===== config.mk =====
export PLATFORM = sky130hd
export DESIGN_NAME = stage_ex_md
export DESIGN_NICKNAME = d
export VERILOG_FILES = /design/src/rtl/stage_ex_md_pkg.sv /design/src/rtl/stage_ex_md_md_iter.sv /design/src/rtl/stage_ex_md.sv
export SDC_FILE = /design/constraint.sdc
export NUM_CORES = 1
export LEC_CHECK = 0
export CAP_MARGIN = 20
export CORE_MARGIN = 2
export CORE_UTILIZATION = 35
export CTS_CLUSTER_SIZE = 16
export DETAILED_ROUTE_END_ITERATION = 12
export GPL_TIMING_DRIVEN = 0
export PLACE_DENSITY = 0.66
export SYNTH_ARGS = -nofsm -noshare
export SYNTH_HDL_FRONTEND = slang
export SYNTH_HIERARCHICAL = 1
export SYNTH_SLANG_ARGS = --single-unit

===== constraint.sdc =====
create_clock -name clk -period 6.45 [get_ports clk]
set_input_delay 0.9675 -clock clk [delete_from_list [all_inputs] [get_ports clk]]
set_output_delay 0.9675 -clock clk [all_outputs]
set_load 0.1 [all_outputs]

===== src/rtl/stage_ex_md_pkg.sv =====
// rtl/stage_ex_md_pkg.sv - shared encodings, FSM state type and default widths for the execute stage
package stage_ex_md_pkg;
   localparam int DATA_W_DEF = 32;
   localparam int PC_W_DEF   = 30;
   localparam int GPR_AW_DEF = 5;

   localparam logic [3:0] ALU_PASS = 4'd0;
   localparam logic [3:0] ALU_AND  = 4'd1;
   localparam logic [3:0] ALU_OR   = 4'd2;
   localparam logic [3:0] ALU_XOR  = 4'd3;
   localparam logic [3:0] ALU_ADDS = 4'd4;
   localparam logic [3:0] ALU_ADDU = 4'd5;
   localparam logic [3:0] ALU_SUBS = 4'd6;
   localparam logic [3:0] ALU_SUBU = 4'd7;
   localparam logic [3:0] ALU_SRL  = 4'd8;
   localparam logic [3:0] ALU_SLL  = 4'd9;

   localparam logic [1:0] MD_NONE = 2'd0;
   localparam logic [1:0] MD_MUL  = 2'd1;
   localparam logic [1:0] MD_DIVU = 2'd2;
   localparam logic [1:0] MD_REMU = 2'd3;

   localparam logic [2:0] EXP_NONE = 3'd0;
   localparam logic [2:0] EXP_INT  = 3'd1;
   localparam logic [2:0] EXP_OVF  = 3'd3;

   typedef enum logic [1:0] {MD_IDLE, MD_RUN, MD_DONE} md_state_e;
endpackage


===== src/rtl/stage_ex_md_md_iter.sv =====
// rtl/stage_ex_md_md_iter.sv - iterative MUL/DIVU/REMU unit, one bit per cycle over DATA_W cycles
module md_iter import stage_ex_md_pkg::*; #(
   parameter int DATA_W = DATA_W_DEF
) (
   input  logic              clk,
   input  logic              reset,
   input  logic              start,
   input  logic              flush,
   input  logic              hold,
   input  logic [1:0]        op,
   input  logic [DATA_W-1:0] opa,
   input  logic [DATA_W-1:0] opb,
   output logic              busy,
   output logic              done,
   output logic [DATA_W-1:0] result
);
   localparam int CW = $clog2(DATA_W);

   md_state_e         state_q, state_d;
   logic [CW-1:0]     cnt_q, cnt_d;
   logic [1:0]        op_q, op_d;
   logic [DATA_W-1:0] acc_q, acc_d;
   logic [DATA_W-1:0] x_q, x_d;
   logic [DATA_W-1:0] y_q, y_d;
   logic [DATA_W:0]   rem_sh, rem_diff;

   // acc holds product (MUL) or partial remainder; x holds multiplicand or dividend/quotient
   assign rem_sh   = {acc_q, x_q[DATA_W-1]};
   assign rem_diff = rem_sh - {1'b0, y_q};

   always_comb begin
      state_d = state_q;
      cnt_d   = cnt_q;
      op_d    = op_q;
      acc_d   = acc_q;
      x_d     = x_q;
      y_d     = y_q;
      if (flush) begin
         state_d = MD_IDLE;
      end else begin
         case (state_q)
            MD_IDLE: if (start) begin
               state_d = MD_RUN;
               cnt_d   = '0;
               op_d    = op;
               acc_d   = '0;
               x_d     = opa;
               y_d     = opb;
            end
            MD_RUN: begin
               cnt_d = cnt_q + 1'b1;
               if (cnt_q == CW'(DATA_W - 1)) state_d = MD_DONE;
               if (op_q == MD_MUL) begin
                  if (y_q[0]) acc_d = acc_q + x_q;
                  x_d = x_q << 1;
                  y_d = y_q >> 1;
               end else if (!rem_diff[DATA_W]) begin
                  acc_d = rem_diff[DATA_W-1:0];
                  x_d   = {x_q[DATA_W-2:0], 1'b1};
               end else begin
                  acc_d = rem_sh[DATA_W-1:0];
                  x_d   = {x_q[DATA_W-2:0], 1'b0};
               end
            end
            default: if (!hold) state_d = MD_IDLE;
         endcase
      end
   end

   always_ff @(posedge clk or negedge reset) begin
      if (!reset) begin
         state_q <= MD_IDLE;
         cnt_q   <= '0;
         op_q    <= MD_NONE;
         acc_q   <= '0;
         x_q     <= '0;
         y_q     <= '0;
      end else begin
         state_q <= state_d;
         cnt_q   <= cnt_d;
         op_q    <= op_d;
         acc_q   <= acc_d;
         x_q     <= x_d;
         y_q     <= y_d;
      end
   end

   assign busy   = reset & (((state_q == MD_IDLE) & start) | (state_q == MD_RUN));
   assign done   = (state_q == MD_DONE);
   assign result = (op_q == MD_DIVU) ? x_q : acc_q;
endmodule


===== src/rtl/stage_ex_md.sv =====
// rtl/stage_ex_md.sv - execute stage: single-cycle ALU, iterative MDU and EX/MEM pipeline register
module stage_ex_md import stage_ex_md_pkg::*; #(
   parameter int DATA_W = DATA_W_DEF,
   parameter int PC_W   = PC_W_DEF,
   parameter int GPR_AW = GPR_AW_DEF
) (
   input  logic              clk,
   input  logic              reset,
   input  logic              stall,
   input  logic              flush,
   input  logic              int_detect,
   input  logic [PC_W-1:0]   id_pc,
   input  logic              id_en,
   input  logic              id_br_flag,
   input  logic [3:0]        id_alu_op,
   input  logic [DATA_W-1:0] id_alu_in_0,
   input  logic [DATA_W-1:0] id_alu_in_1,
   input  logic [1:0]        id_md_op,
   input  logic [1:0]        id_mem_op,
   input  logic [DATA_W-1:0] id_mem_wr_data,
   input  logic [1:0]        id_ctrl_op,
   input  logic [GPR_AW-1:0] id_dst_addr,
   input  logic              id_gpr_we_,
   input  logic [2:0]        id_exp_code,
   output logic [PC_W-1:0]   ex_pc,
   output logic              ex_en,
   output logic              ex_br_flag,
   output logic [1:0]        ex_mem_op,
   output logic [DATA_W-1:0] ex_mem_wr_data,
   output logic [1:0]        ex_ctrl_op,
   output logic [GPR_AW-1:0] ex_dst_addr,
   output logic              ex_gpr_we_,
   output logic [2:0]        ex_exp_code,
   output logic [DATA_W-1:0] ex_out,
   output logic              ex_busy
);
   localparam int SHW = $clog2(DATA_W);
   localparam int MSB = DATA_W - 1;

   logic [DATA_W-1:0] alu_sum, alu_diff, alu_out, md_result;
   logic              alu_ovf, md_start, md_busy, md_done;

   logic [PC_W-1:0]   ex_pc_q, ex_pc_d;
   logic              ex_en_q, ex_en_d, ex_br_flag_q, ex_br_flag_d;
   logic [1:0]        ex_mem_op_q, ex_mem_op_d, ex_ctrl_op_q, ex_ctrl_op_d;
   logic [DATA_W-1:0] ex_mem_wr_data_q, ex_mem_wr_data_d, ex_out_q, ex_out_d;
   logic [GPR_AW-1:0] ex_dst_addr_q, ex_dst_addr_d;
   logic              ex_gpr_we_q, ex_gpr_we_d;
   logic [2:0]        ex_exp_code_q, ex_exp_code_d;

   assign alu_sum  = id_alu_in_0 + id_alu_in_1;
   assign alu_diff = id_alu_in_0 - id_alu_in_1;

   always_comb begin
      alu_out = '0;
      alu_ovf = 1'b0;
      case (id_alu_op)
         ALU_PASS: alu_out = id_alu_in_0;
         ALU_AND:  alu_out = id_alu_in_0 & id_alu_in_1;
         ALU_OR:   alu_out = id_alu_in_0 | id_alu_in_1;
         ALU_XOR:  alu_out = id_alu_in_0 ^ id_alu_in_1;
         ALU_ADDS: begin
            alu_out = alu_sum;
            alu_ovf = (id_alu_in_0[MSB] == id_alu_in_1[MSB]) && (alu_sum[MSB] != id_alu_in_0[MSB]);
         end
         ALU_ADDU: alu_out = alu_sum;
         ALU_SUBS: begin
            alu_out = alu_diff;
            alu_ovf = (id_alu_in_0[MSB] != id_alu_in_1[MSB]) && (alu_diff[MSB] != id_alu_in_0[MSB]);
         end
         ALU_SUBU: alu_out = alu_diff;
         ALU_SRL:  alu_out = id_alu_in_0 >> id_alu_in_1[SHW-1:0];
         ALU_SLL:  alu_out = id_alu_in_0 << id_alu_in_1[SHW-1:0];
         default:  alu_out = '0;
      endcase
   end

   assign md_start = id_en & (id_md_op != MD_NONE) & ~flush & ~int_detect;

   md_iter #(.DATA_W(DATA_W)) u_md_iter (
      .clk    (clk),
      .reset  (reset),
      .start  (md_start),
      .flush  (flush | int_detect),
      .hold   (stall),
      .op     (id_md_op),
      .opa    (id_alu_in_0),
      .opb    (id_alu_in_1),
      .busy   (md_busy),
      .done   (md_done),
      .result (md_result)
   );

   // Fields default to the bubble; each priority level below overrides only what it carries.
   always_comb begin
      ex_pc_d          = '0;
      ex_en_d          = 1'b0;
      ex_br_flag_d     = 1'b0;
      ex_mem_op_d      = '0;
      ex_mem_wr_data_d = '0;
      ex_ctrl_op_d     = '0;
      ex_dst_addr_d    = '0;
      ex_gpr_we_d      = 1'b1;
      ex_exp_code_d    = EXP_NONE;
      ex_out_d         = '0;
      if (stall) begin
         ex_pc_d          = ex_pc_q;
         ex_en_d          = ex_en_q;
         ex_br_flag_d     = ex_br_flag_q;
         ex_mem_op_d      = ex_mem_op_q;
         ex_mem_wr_data_d = ex_mem_wr_data_q;
         ex_ctrl_op_d     = ex_ctrl_op_q;
         ex_dst_addr_d    = ex_dst_addr_q;
         ex_gpr_we_d      = ex_gpr_we_q;
         ex_exp_code_d    = ex_exp_code_q;
         ex_out_d         = ex_out_q;
      end else if (flush) begin
         ex_en_d = 1'b0;
      end else if (int_detect) begin
         ex_pc_d       = id_pc;
         ex_en_d       = id_en;
         ex_br_flag_d  = id_br_flag;
         ex_exp_code_d = EXP_INT;
      end else if ((id_md_op != MD_NONE) && md_busy) begin
         ex_en_d = 1'b0;
      end else if ((id_md_op == MD_NONE) && alu_ovf) begin
         ex_pc_d       = id_pc;
         ex_en_d       = id_en;
         ex_br_flag_d  = id_br_flag;
         ex_exp_code_d = EXP_OVF;
      end else begin
         ex_pc_d          = id_pc;
         ex_en_d          = id_en;
         ex_br_flag_d     = id_br_flag;
         ex_mem_op_d      = id_mem_op;
         ex_mem_wr_data_d = id_mem_wr_data;
         ex_ctrl_op_d     = id_ctrl_op;
         ex_dst_addr_d    = id_dst_addr;
         ex_gpr_we_d      = id_gpr_we_;
         ex_exp_code_d    = id_exp_code;
         ex_out_d         = md_done ? md_result : alu_out;
      end
   end

   always_ff @(posedge clk or negedge reset) begin
      if (!reset) begin
         ex_pc_q          <= '0;
         ex_en_q          <= 1'b0;
         ex_br_flag_q     <= 1'b0;
         ex_mem_op_q      <= '0;
         ex_mem_wr_data_q <= '0;
         ex_ctrl_op_q     <= '0;
         ex_dst_addr_q    <= '0;
         ex_gpr_we_q      <= 1'b1;
         ex_exp_code_q    <= EXP_NONE;
         ex_out_q         <= '0;
      end else begin
         ex_pc_q          <= ex_pc_d;
         ex_en_q          <= ex_en_d;
         ex_br_flag_q     <= ex_br_flag_d;
         ex_mem_op_q      <= ex_mem_op_d;
         ex_mem_wr_data_q <= ex_mem_wr_data_d;
         ex_ctrl_op_q     <= ex_ctrl_op_d;
         ex_dst_addr_q    <= ex_dst_addr_d;
         ex_gpr_we_q      <= ex_gpr_we_d;
         ex_exp_code_q    <= ex_exp_code_d;
         ex_out_q         <= ex_out_d;
      end
   end

   assign ex_pc          = ex_pc_q;
   assign ex_en          = ex_en_q;
   assign ex_br_flag     = ex_br_flag_q;
   assign ex_mem_op      = ex_mem_op_q;
   assign ex_mem_wr_data = ex_mem_wr_data_q;
   assign ex_ctrl_op     = ex_ctrl_op_q;
   assign ex_dst_addr    = ex_dst_addr_q;
   assign ex_gpr_we_     = ex_gpr_we_q;
   assign ex_exp_code    = ex_exp_code_q;
   assign ex_out         = ex_out_q;
   assign ex_busy        = md_busy;
endmodule

== After elaboration in Yosys (flattened, before gate mapping) ==
Cells that the tools add are included.

* Add/subtract/negate cells: 5
* Multipliers: 0
* Div/mod/pow operators: 0
* Order comparisons: 0
* Equality and inequality tests: 24
* Shift operators: 2
* Mux-type cells: 60
* Bitwise operators: 13
* Reduce and logical (&&, ||, !) cells: 16

{| class="wikitable"
|+ Operator list
! operator !! number
|-
| 32-bit 2-to-1 mux || 17
|-
| 32-bit case mux with 8 select lines || 1
|-
| 32-bit case mux with 2 select lines || 3
|-
| 30-bit 2-to-1 mux || 3
|-
| 32-bit adder || 2
|-
| 33-bit by 32-bit subtractor with 33-bit output || 1
|-
| 32-bit bitwise AND || 1
|-
| 32-bit OR || 1
|-
| 32-bit by 5-bit left shift with 32-bit output || 1
|-
| 32-bit by 5-bit right shift with 32-bit output || 1
|-
| 32-bit subtractor || 1
|-
| 32-bit bitwise XOR || 1
|-
| 5-bit 2-to-1 mux || 5
|-
| 2-bit 2-to-1 mux || 12
|-
| 4-bit by 3-bit equality test with 1-bit output (second input constant) || 4
|-
| 1-bit 2-to-1 mux || 12
|-
| 3-bit 2-to-1 mux || 4
|-
| 5-bit case mux with 2 select lines || 1
|-
| 3-bit AND reduction || 3
|-
| 4-bit by 2-bit equality test with 1-bit output (second input constant) || 2
|-
| 4-bit equality test (second input constant) || 2
|-
| 4-bit AND reduction || 2
|-
| 3-bit by 1-bit inequality test with 1-bit output (second input constant) || 2
|-
| 5-bit by 1-bit adder with 5-bit output (second input constant) || 1
|-
| 19 further kinds || 37
|}

* Register bits: 214
* Bits in latches: 0
* Bits in writable memories: 0
* Bits in read-only memories: 0
* Input bits: 152
* Memories: 0

== Longest topological paths before layout ==
* Depth in word-level cells: 11
* Depth in mapped cells: 18
* Depth with buffers taken out: 14

== By module ==
The synthesis kept the hierarchy.

{| class="wikitable"
|+ By module, submodules not included
! module !! instances !! cells each !! area each (µm²)
|-
| stage_ex_md || 1 || 1,584 || 12,640.9
|-
| md_iter || 1 || 1,056 || 8,577.0
|}

== Worst setup path before layout ==
No wires, ideal clock.

* Path type: input-to-reg
* Start: input port id_alu_in_1[3]
* End: register ex_out_q[14] (netlist: ex_out[14])
* Library setup time: 0.123 ns
* Arrival time: 4.321 ns
* Required time: 6.327 ns
* Setup slack: 2.006 ns
* Stages: 17
* Buffers on the path: 6
* Path through: clkbuf_1 inv_2 buf_1 clkbuf_1 ha_1 buf_4 nor2_1 a221o_1 o21ai_2 a31oi_4 a2111oi_2 nor2_1 xnor2_1 o211a_1 buf_6 buf_6 a32o_1

* Cells in the longest elaborated chain, start to end: 9
* Elaborated cells between the ends (all ways): 16

{| class="wikitable"
|+ Ends and longest elaborated chain
! element !! RTL line !! source
|-
| from (decl) || stage_ex_md.sv:17 || <nowiki>input logic [DATA_W-1:0] id_alu_in_1,</nowiki>
|-
| 32-bit subtractor / 32-bit adder (equally long branches) || stage_ex_md.sv:52, stage_ex_md.sv:51 ||
|-
| 1-bit inequality test (on tied branches) || stage_ex_md.sv:69, stage_ex_md.sv:64 ||
|-
| 1-bit logical AND (on tied branches) || stage_ex_md.sv:69, stage_ex_md.sv:64 ||
|-
| 1-bit case mux with 2 select lines || stage_ex_md.sv:57 || <nowiki>case (id_alu_op)</nowiki>
|-
| 1-bit logical AND || stage_ex_md.sv:126 || <nowiki>end else if ((id_md_op == MD_NONE) && alu_ovf) begin</nowiki>
|-
| 32-bit 2-to-1 mux (*) || stage_ex_md.sv:126 ||
|-
| 32-bit 2-to-1 mux (*) || stage_ex_md.sv:124 || <nowiki>end else if ((id_md_op != MD_NONE) && md_busy) begin</nowiki>
|-
| 32-bit 2-to-1 mux (*) || stage_ex_md.sv:119 || <nowiki>end else if (int_detect) begin</nowiki>
|-
| 32-bit 2-to-1 mux (*) || stage_ex_md.sv:117 || <nowiki>end else if (flush) begin</nowiki>
|-
| to (signal assigned) || stage_ex_md.sv:167 || <nowiki>ex_out_q <= ex_out_d;</nowiki>
|-
| to (decl) || stage_ex_md.sv:46 || <nowiki>logic [DATA_W-1:0] ex_mem_wr_data_q, ex_mem_wr_data_d, ex_out_q, ex_out_d;</nowiki>
|}

Mark *: on every way between the ends. The rest lies on a longest branch, timed or not.
A chain may end at the register's enable or synchronous reset.

== Worst setup path in the final report ==
* Start: input port id_alu_in_1[1]
* End: register ex_out_q[24] (netlist: ex_out[24])

The elaborated chain is that of the path after synthesis.

==> flow_summary_export.csv <==
group,metric,value,unit
setup_path,max_stage_delay,0.78,ns
finish,area_growth,20.9,%
pwr,total_power,5.51,mW
job,cap_violations,0,
placement,placed_cells,3687,
timing,clock_skew,0.00747,ns
floorplanning,die_w,250,um
synthesis,synth_edf_count,0,
timing,min_period_over_period,98.5,%
clock_network,cts_buffer_depth,3,
clock_network,cts_setup_buffers,0,
drt,vias_per_cell,6.13,
setup_path,critPathRequiredTime,6.88,ns
clock_network,cts_tree,"yes",
pwr,irDropWorstVdd,0.170,mV
placement,place.gp.congestion,1.13,
timing,worst_slew_pin_slew,1.11,ns
grt,antenna_found_initial,3,
hold_path,hold_class,"in -> async",
synthesis,synthArstFlopShare,100,%
setup_path,startpoint_type,"input port",
synthesis,ys_seq_area_share,25.2,%
drt,antenna_left,0,
status,outcome,"complete, no violations",
synthesis,syn-cell-area,21200,um2
timing,slew_viol_final,0,
finish,drive_gt1_share,6.59,%
drt,drtIter0Drc,2767,
setup_path,end_kind,"flip-flop",
clock_network,numCtsBuffers,23,
synthesis,yosysUniqueCellTypes,95,
floorplanning,die_h,250,um
synthesis,yosys_warnings,6,
clock_network,h-tree-depth,1,
floorplanning,rows,90,
finish,final-instance-count-excl-fill,3730,
drt,drc,0,
clock_network,clk_pin_slew_worst_paths,0.06,ns
grt,grt_pass1_vias,21900,
timing,fmax,157,MHz
synthesis,syn-num-nets,2966,
drt,wl_per_cell,27.5,um
setup_path,cp.arrival,6.79,ns
pwr,powerDensity,215,nW/um2
setup_path,crit_slowest_cell,"clkdlybuf4s50_1",
timing,post-route-min-period,6.35,ns
floorplanning,io_pins,262,
setup_path,worstPathCellList,"clkdlybuf4s50_1, buf_2, buf_2, clkinv_1, ha_1, a211oi_1, o21ai_1, a31oi_1, or4_1, a21oi_1, o32a_2, mux2i_1, o211a_1, buf_6, buf_6, a22oi_1, a31oi_1",
clock_network,ctsRootBufferMaster,"clkbuf_16",
finish,fin_nets,3256,
finish,nFillCells,6200,
timing,hold_viol,0,
synthesis,syn_avg_cell_area,8.04,um2
grt,grt_max_degree,74,
timing,setup_violations,0,
synthesis,synthFlopType,"dfrtp_1",
floorplanning,dieArea,62600,um2
placement,detailed_place_hpwl,83.2,mm
timing,max-slew-margin-rel,26.0,%
drt,dr.pass1.iters,7,
grt,grt_pass1_wl,148,mm
grt,grt.overflow.total,0,
drt,vias,22800,
setup_path,rr_worst_depth,13,
clock_network,clock_sinks,214,
timing,grt_setup_unrepaired,"no",
grt,grt_usage,31.8,%
floorplanning,start_util,35.3,%
clock_network,insertion_delay,0.54,ns
drt,wl,103,mm
setup_path,critPathMaxFanout,11,
placement,io_buffers,261,
pwr,power.leakage,11.1,nW
synthesis,synth_cells,2640,
synthesis,ys_ff_latch,214,
floorplanning,core,60100,um2
setup_path,crit_type,"in -> reg",
clock_network,postCtsHoldBufs,0,
[cell usage after synthesis (25+ instances only)]
cell | count | share of area (%)
nor2_1 | 233 | 4.1
nor3_1 | 34 | 0.80
a22oi_1 | 47 | 1.7
o21ai_0 | 196 | 4.6
ha_1 | 170 | 10
o211ai_1 | 29 | 1.0
nand3_1 | 38 | 0.90
nand2b_1 | 37 | 1.1
clkbuf_1 | 115 | 2.0
xnor2_1 | 54 | 2.2
a21oi_1 | 174 | 4.1
nand2_1 | 316 | 5.6
mux2_2 | 45 | 2.4
xor2_1 | 28 | 1.2
a22o_1 | 95 | 3.9
inv_1 | 134 | 2.4
mux2i_1 | 94 | 4.4
a211o_1 | 25 | 1.0
a31oi_1 | 84 | 2.5
a21o_1 | 33 | 1.2
dfrtp_1 | 213 | 25
a221oi_1 | 25 | 1.0
buf_2 | 25 | 0.59
[final timing paths]
| path | startpoint | endpoint | slack (ns) |
|---|---|---|---|
| setup / recovery | id_alu_in_1[1] | ex_out[24] | 0.1 |
| hold / removal | reset | ex_pc[0] | 0.38 |
| setup reg to reg | u_md_iter/x_q[31] | u_md_iter/acc_q[1] | 2.38 |
| hold reg to reg | ex_out[0] | ex_out[0] | 0.49 |
| max in group asynchronous | reset | u_md_iter/x_q[4] | 5.24 |
| min in group clk | ex_out[0] | ex_out[0] | 0.49 |
[cell families after synthesis]
group,count (synthesis),share of synthesized area (%)
flops,214,25.2
mux,159,8.89
xor+xnor,82,3.38
buf+inv,316,6.19
fa+ha+maj,174,10.4
simple gates,782,16.4
compound gates,913,29.4
[what timing repair did]
action,in CTS,in global routing
gates resized for setup,1,0
setup endpoints to repair,2,1
endpoints found under the hold margin,0,0
pin swaps,0,0
[power by group]
part           internal (mW)  switching, mW  leakage, nW
Combinational          0.863           1.61         7.99
Clock                  0.762          0.589        0.369
Sequential              1.51          0.178         2.76
Total                   3.14           2.37         11.1
[state kept, by name (all words and copies together), names as in the netlist, 3 cells and up]
register,cells
u_md_iter/x_q,32
u_md_iter/cnt_q,5
u_md_iter/acc_q,32
ex_out,32
ex_pc,30
ex_exp_code,3
u_md_iter/y_q,32
ex_dst_addr,5
ex_mem_wr_data,32
[cells in the final DEF, fill, tap and decap left out, drive strengths merged, types with 8 or more instances in the layout]
cell,instances
a211o,25
a211oi,18
a21o,34
a21oi,174
a221o,11
a221oi,27
a222oi,11
a22o,95
a22oi,47
a31oi,85
and3,17
buf,66
clkbuf,146
clkdlybuf4s50,260
dfrtp,213
ha,170
inv,140
mux2,46
mux2i,94
mux4,19
nand2,316
nand2b,38
nand3,38
nand4,19
nor2,233
nor2b,23
nor3,35
nor4,11
o211ai,29
o21a,16
o21ai,203
o21bai,13
o221ai,13
o22ai,19
o311ai,8
o31ai,26
or3,19
xnor2,54
xor2,28
[area by class of cell]
class | instances | area (um2) | area share (%)
buffer | 175 | 783 | 3.05
timing repair buffer | 266 | 2690 | 10.5
clock buffer | 31 | 656 | 2.56
multi-input combinational | 2110 | 14600 | 56.7
tap | 782 | 978 | 3.81
inverter | 140 | 528 | 2.06
sequential | 214 | 5360 | 20.9
antenna | 2 | 5.00 | 0.0195
clock inverter | 10 | 104 | 0.405
[per-stage QoR]
step / worst slack, ns / area, um2 / hold slack (ns) / utilization [%] / TNS [ns]
after global placement: -5.05 / 24800 / 0.476 / 41.3 / -1481.62
after floorplan: 2.01 / 21200 / 0.480 / - / 0
final: 0.0965 / 25700 / 0.377 / 42.7 / 0
after global routing: 0.0703 / 25700 / 0.427 / 42.7 / 0
after CTS: 0.195 / 25600 / 0.392 / 42.7 / 0
after detailed placement: -0.643 / 24900 / 0.481 / 41.4 / -15.73
[critical path: cells and delay by family]
kind                     cells  cell delay, ns
AND/OR/NAND/NOR              1            0.66
AO/OA/AOI/OAI                8            2.00
multiplexers                 1            0.22
buffers and inverters        6            2.36
adder cells (fa/ha/maj)      1            0.54
[routing by layer]
metal	up-vias	part of all wire [%]	track usage [%]
met1	11000	41	42.0
li1	10300	-	-
met5	-	0.012	0
met2	1256	44	49.5
met3	322	9.1	5.12
met4	2	6.3	17.3
(Power assumes the default switching activity.)
==> edit: new RTL, config.mk and constraints unchanged <==
`y_q` no longer has a reset.
--- a/src/rtl/stage_ex_md_md_iter.sv
+++ b/src/rtl/stage_ex_md_md_iter.sv
@@ -74,15 +74,17 @@
          op_q    <= MD_NONE;
          acc_q   <= '0;
          x_q     <= '0;
-         y_q     <= '0;
       end else begin
          state_q <= state_d;
          cnt_q   <= cnt_d;
          op_q    <= op_d;
          acc_q   <= acc_d;
          x_q     <= x_d;
-         y_q     <= y_d;
       end
+   end
+
+   always_ff @(posedge clk) begin
+      y_q <= y_d;
    end
 
    assign busy   = reset & (((state_q == MD_IDLE) & start) | (state_q == MD_RUN));
Behaviour: no difference found for any inputs over 4 cycles, from zero or initial values and one cycle with reset low; that may be too few to reach the edited logic, so the function may still have changed.
==> edit against the original RTL <==
Clock skew rose by 0.0065 ns. Core utilization increased by 0.076 points. Via count up 0.23%. Final area about the same. Routed wire length grew 0.66%. First-iteration DRC count increased by 22%. Setup slack better by 0.061 ns. Sequential cell count stayed put. Synthesized area is 0.43% lower. Total power fell by 6.8%. Critical path type unchanged. Critical endpoint is now ex_out[27].
==> edit: results <==
set metrics [dict create \
    gp_congestion 1.07 \
    fin_skew_ns 0.0140 \
    synth_commonest_cells "290 x nand2_1, 224 x o21ai_0, 203 x nor2_1, 181 x dfrtp_1, 170 x ha_1" \
    nFillCells 6054 \
    syn-num-nets 2895 \
    grtUsageMet3_pct 5.64 \
    first_pass_iters 6 \
    timing.slew.headroom_pct 24.4 \
    dp_hpwl_um 83200 \
    antenna_found_initial 5 \
    wl_per_cell_um 28.2 \
    peakVddDrop_mv 0.174 \
    grt_util_met1_pct 44.1 \
    status "completed" \
    p_leak_nw 11.2 \
    cpLargestDelayFamily "compound AO/OA/AOI/OAI gates" \
    fin_nets 3186 \
    ys_types 96 \
    dp_slack_ns -0.350 \
    drive_above_1_share_pct 7.05 \
    critPathMaxFanout 11 \
    p_total_mw 5.14 \
    cts_resized 0 \
    clock_latency_ns 0.55 \
    clockBufferDepth 3 \
    grt_util_met2_pct 47.9 \
    grt.total_usage_pct 32.1 \
    synth-main-ff-cell "dfrtp_1" \
    first_global_vias 21381 \
    drtIter0Drc 3374 \
    drt-met1-wl_um 41800 \
    yosys-top-cells-area "dfrtp_1 21%, ha_1 10%, o21ai_0 5.3%" \
    clkTransAtPathRegs_ns 0.06 \
    grt_pass1_wl_um 149000 \
    place_inst 3615 \
    routed_via_density 6.25 \
    synth_edf_count 32 \
    cp.arrival_ns 6.70 \
    htree_levels 1 \
    wl_met2_um 43600 \
    instances_no_fill 3665 \
    cts_buffers 25 \
    async_reset_ff_share_pct 85.0 \
    synth.avg_cell_area_sq_um 8.22 \
    synth_seq_area_share_pct 26.1 \
    intPower_mw 2.99 \
    max_stage_delay_ns 0.86 \
    wl_met3_um 11100 \
    grt_max_degree 121 \
    p_clk_mw 1.46 \
    postPlaceCellArea_sq_mm 0.0248 \
    pg_comb_mw 2.05 \
]
-- edit: cell types whose count changed after synthesis, moves of 26 or more --
cell	unedited run	this run
a31oi_1	84	51
dfrtp_1	213	181
edfxtp_1	0	32
nand2_1	316	290
o21ai_0	196	224
nor2_1	233	203
-- edit: final timing paths --
path | from | endpoint | slack, ns | depth (start not counted)
max in group asynchronous | reset | u_md_iter/x_q[1] | 5.03 | 2
min in group clk | ex_gpr_we_ | ex_gpr_we_ | 0.47 | 2
setup reg to reg | u_md_iter/x_q[31] | u_md_iter/acc_q[29] | 2.55 | 15
setup / recovery | id_alu_in_1[1] | ex_out[27] | 0.16 | 15
hold / removal | reset | ex_pc[3] | 0.35 | 1
hold reg to reg | ex_gpr_we_ | ex_gpr_we_ | 0.47 | 2
-- edit: layout make-up --
| cell class | instances | area (sq um) | share of cell area (%) |
|---|---|---|---|
| clock buffer | 32 | 692 | 2.70 |
| inverter | 137 | 517 | 2.01 |
| antenna | 4 | 10.0 | 0.0390 |
| multi-input combinational | 2042 | 14300 | 55.8 |
| buffer | 176 | 793 | 3.09 |
| sequential | 214 | 5520 | 21.5 |
| tap | 782 | 978 | 3.81 |
| timing repair buffer | 264 | 2680 | 10.5 |
| clock inverter | 14 | 146 | 0.571 |
-- edit: kinds of logic after synthesis --
family | after synthesis | share of synthesized area (%)
AO/OA/AOI/OAI | 920 | 29.9
XOR/XNOR | 81 | 3.39
adder cells (fa/ha/maj) | 174 | 10.4
buffers and inverters | 313 | 6.19
flip-flops | 214 | 26.1
multiplexers | 161 | 9.03
AND/OR/NAND/NOR | 706 | 14.9
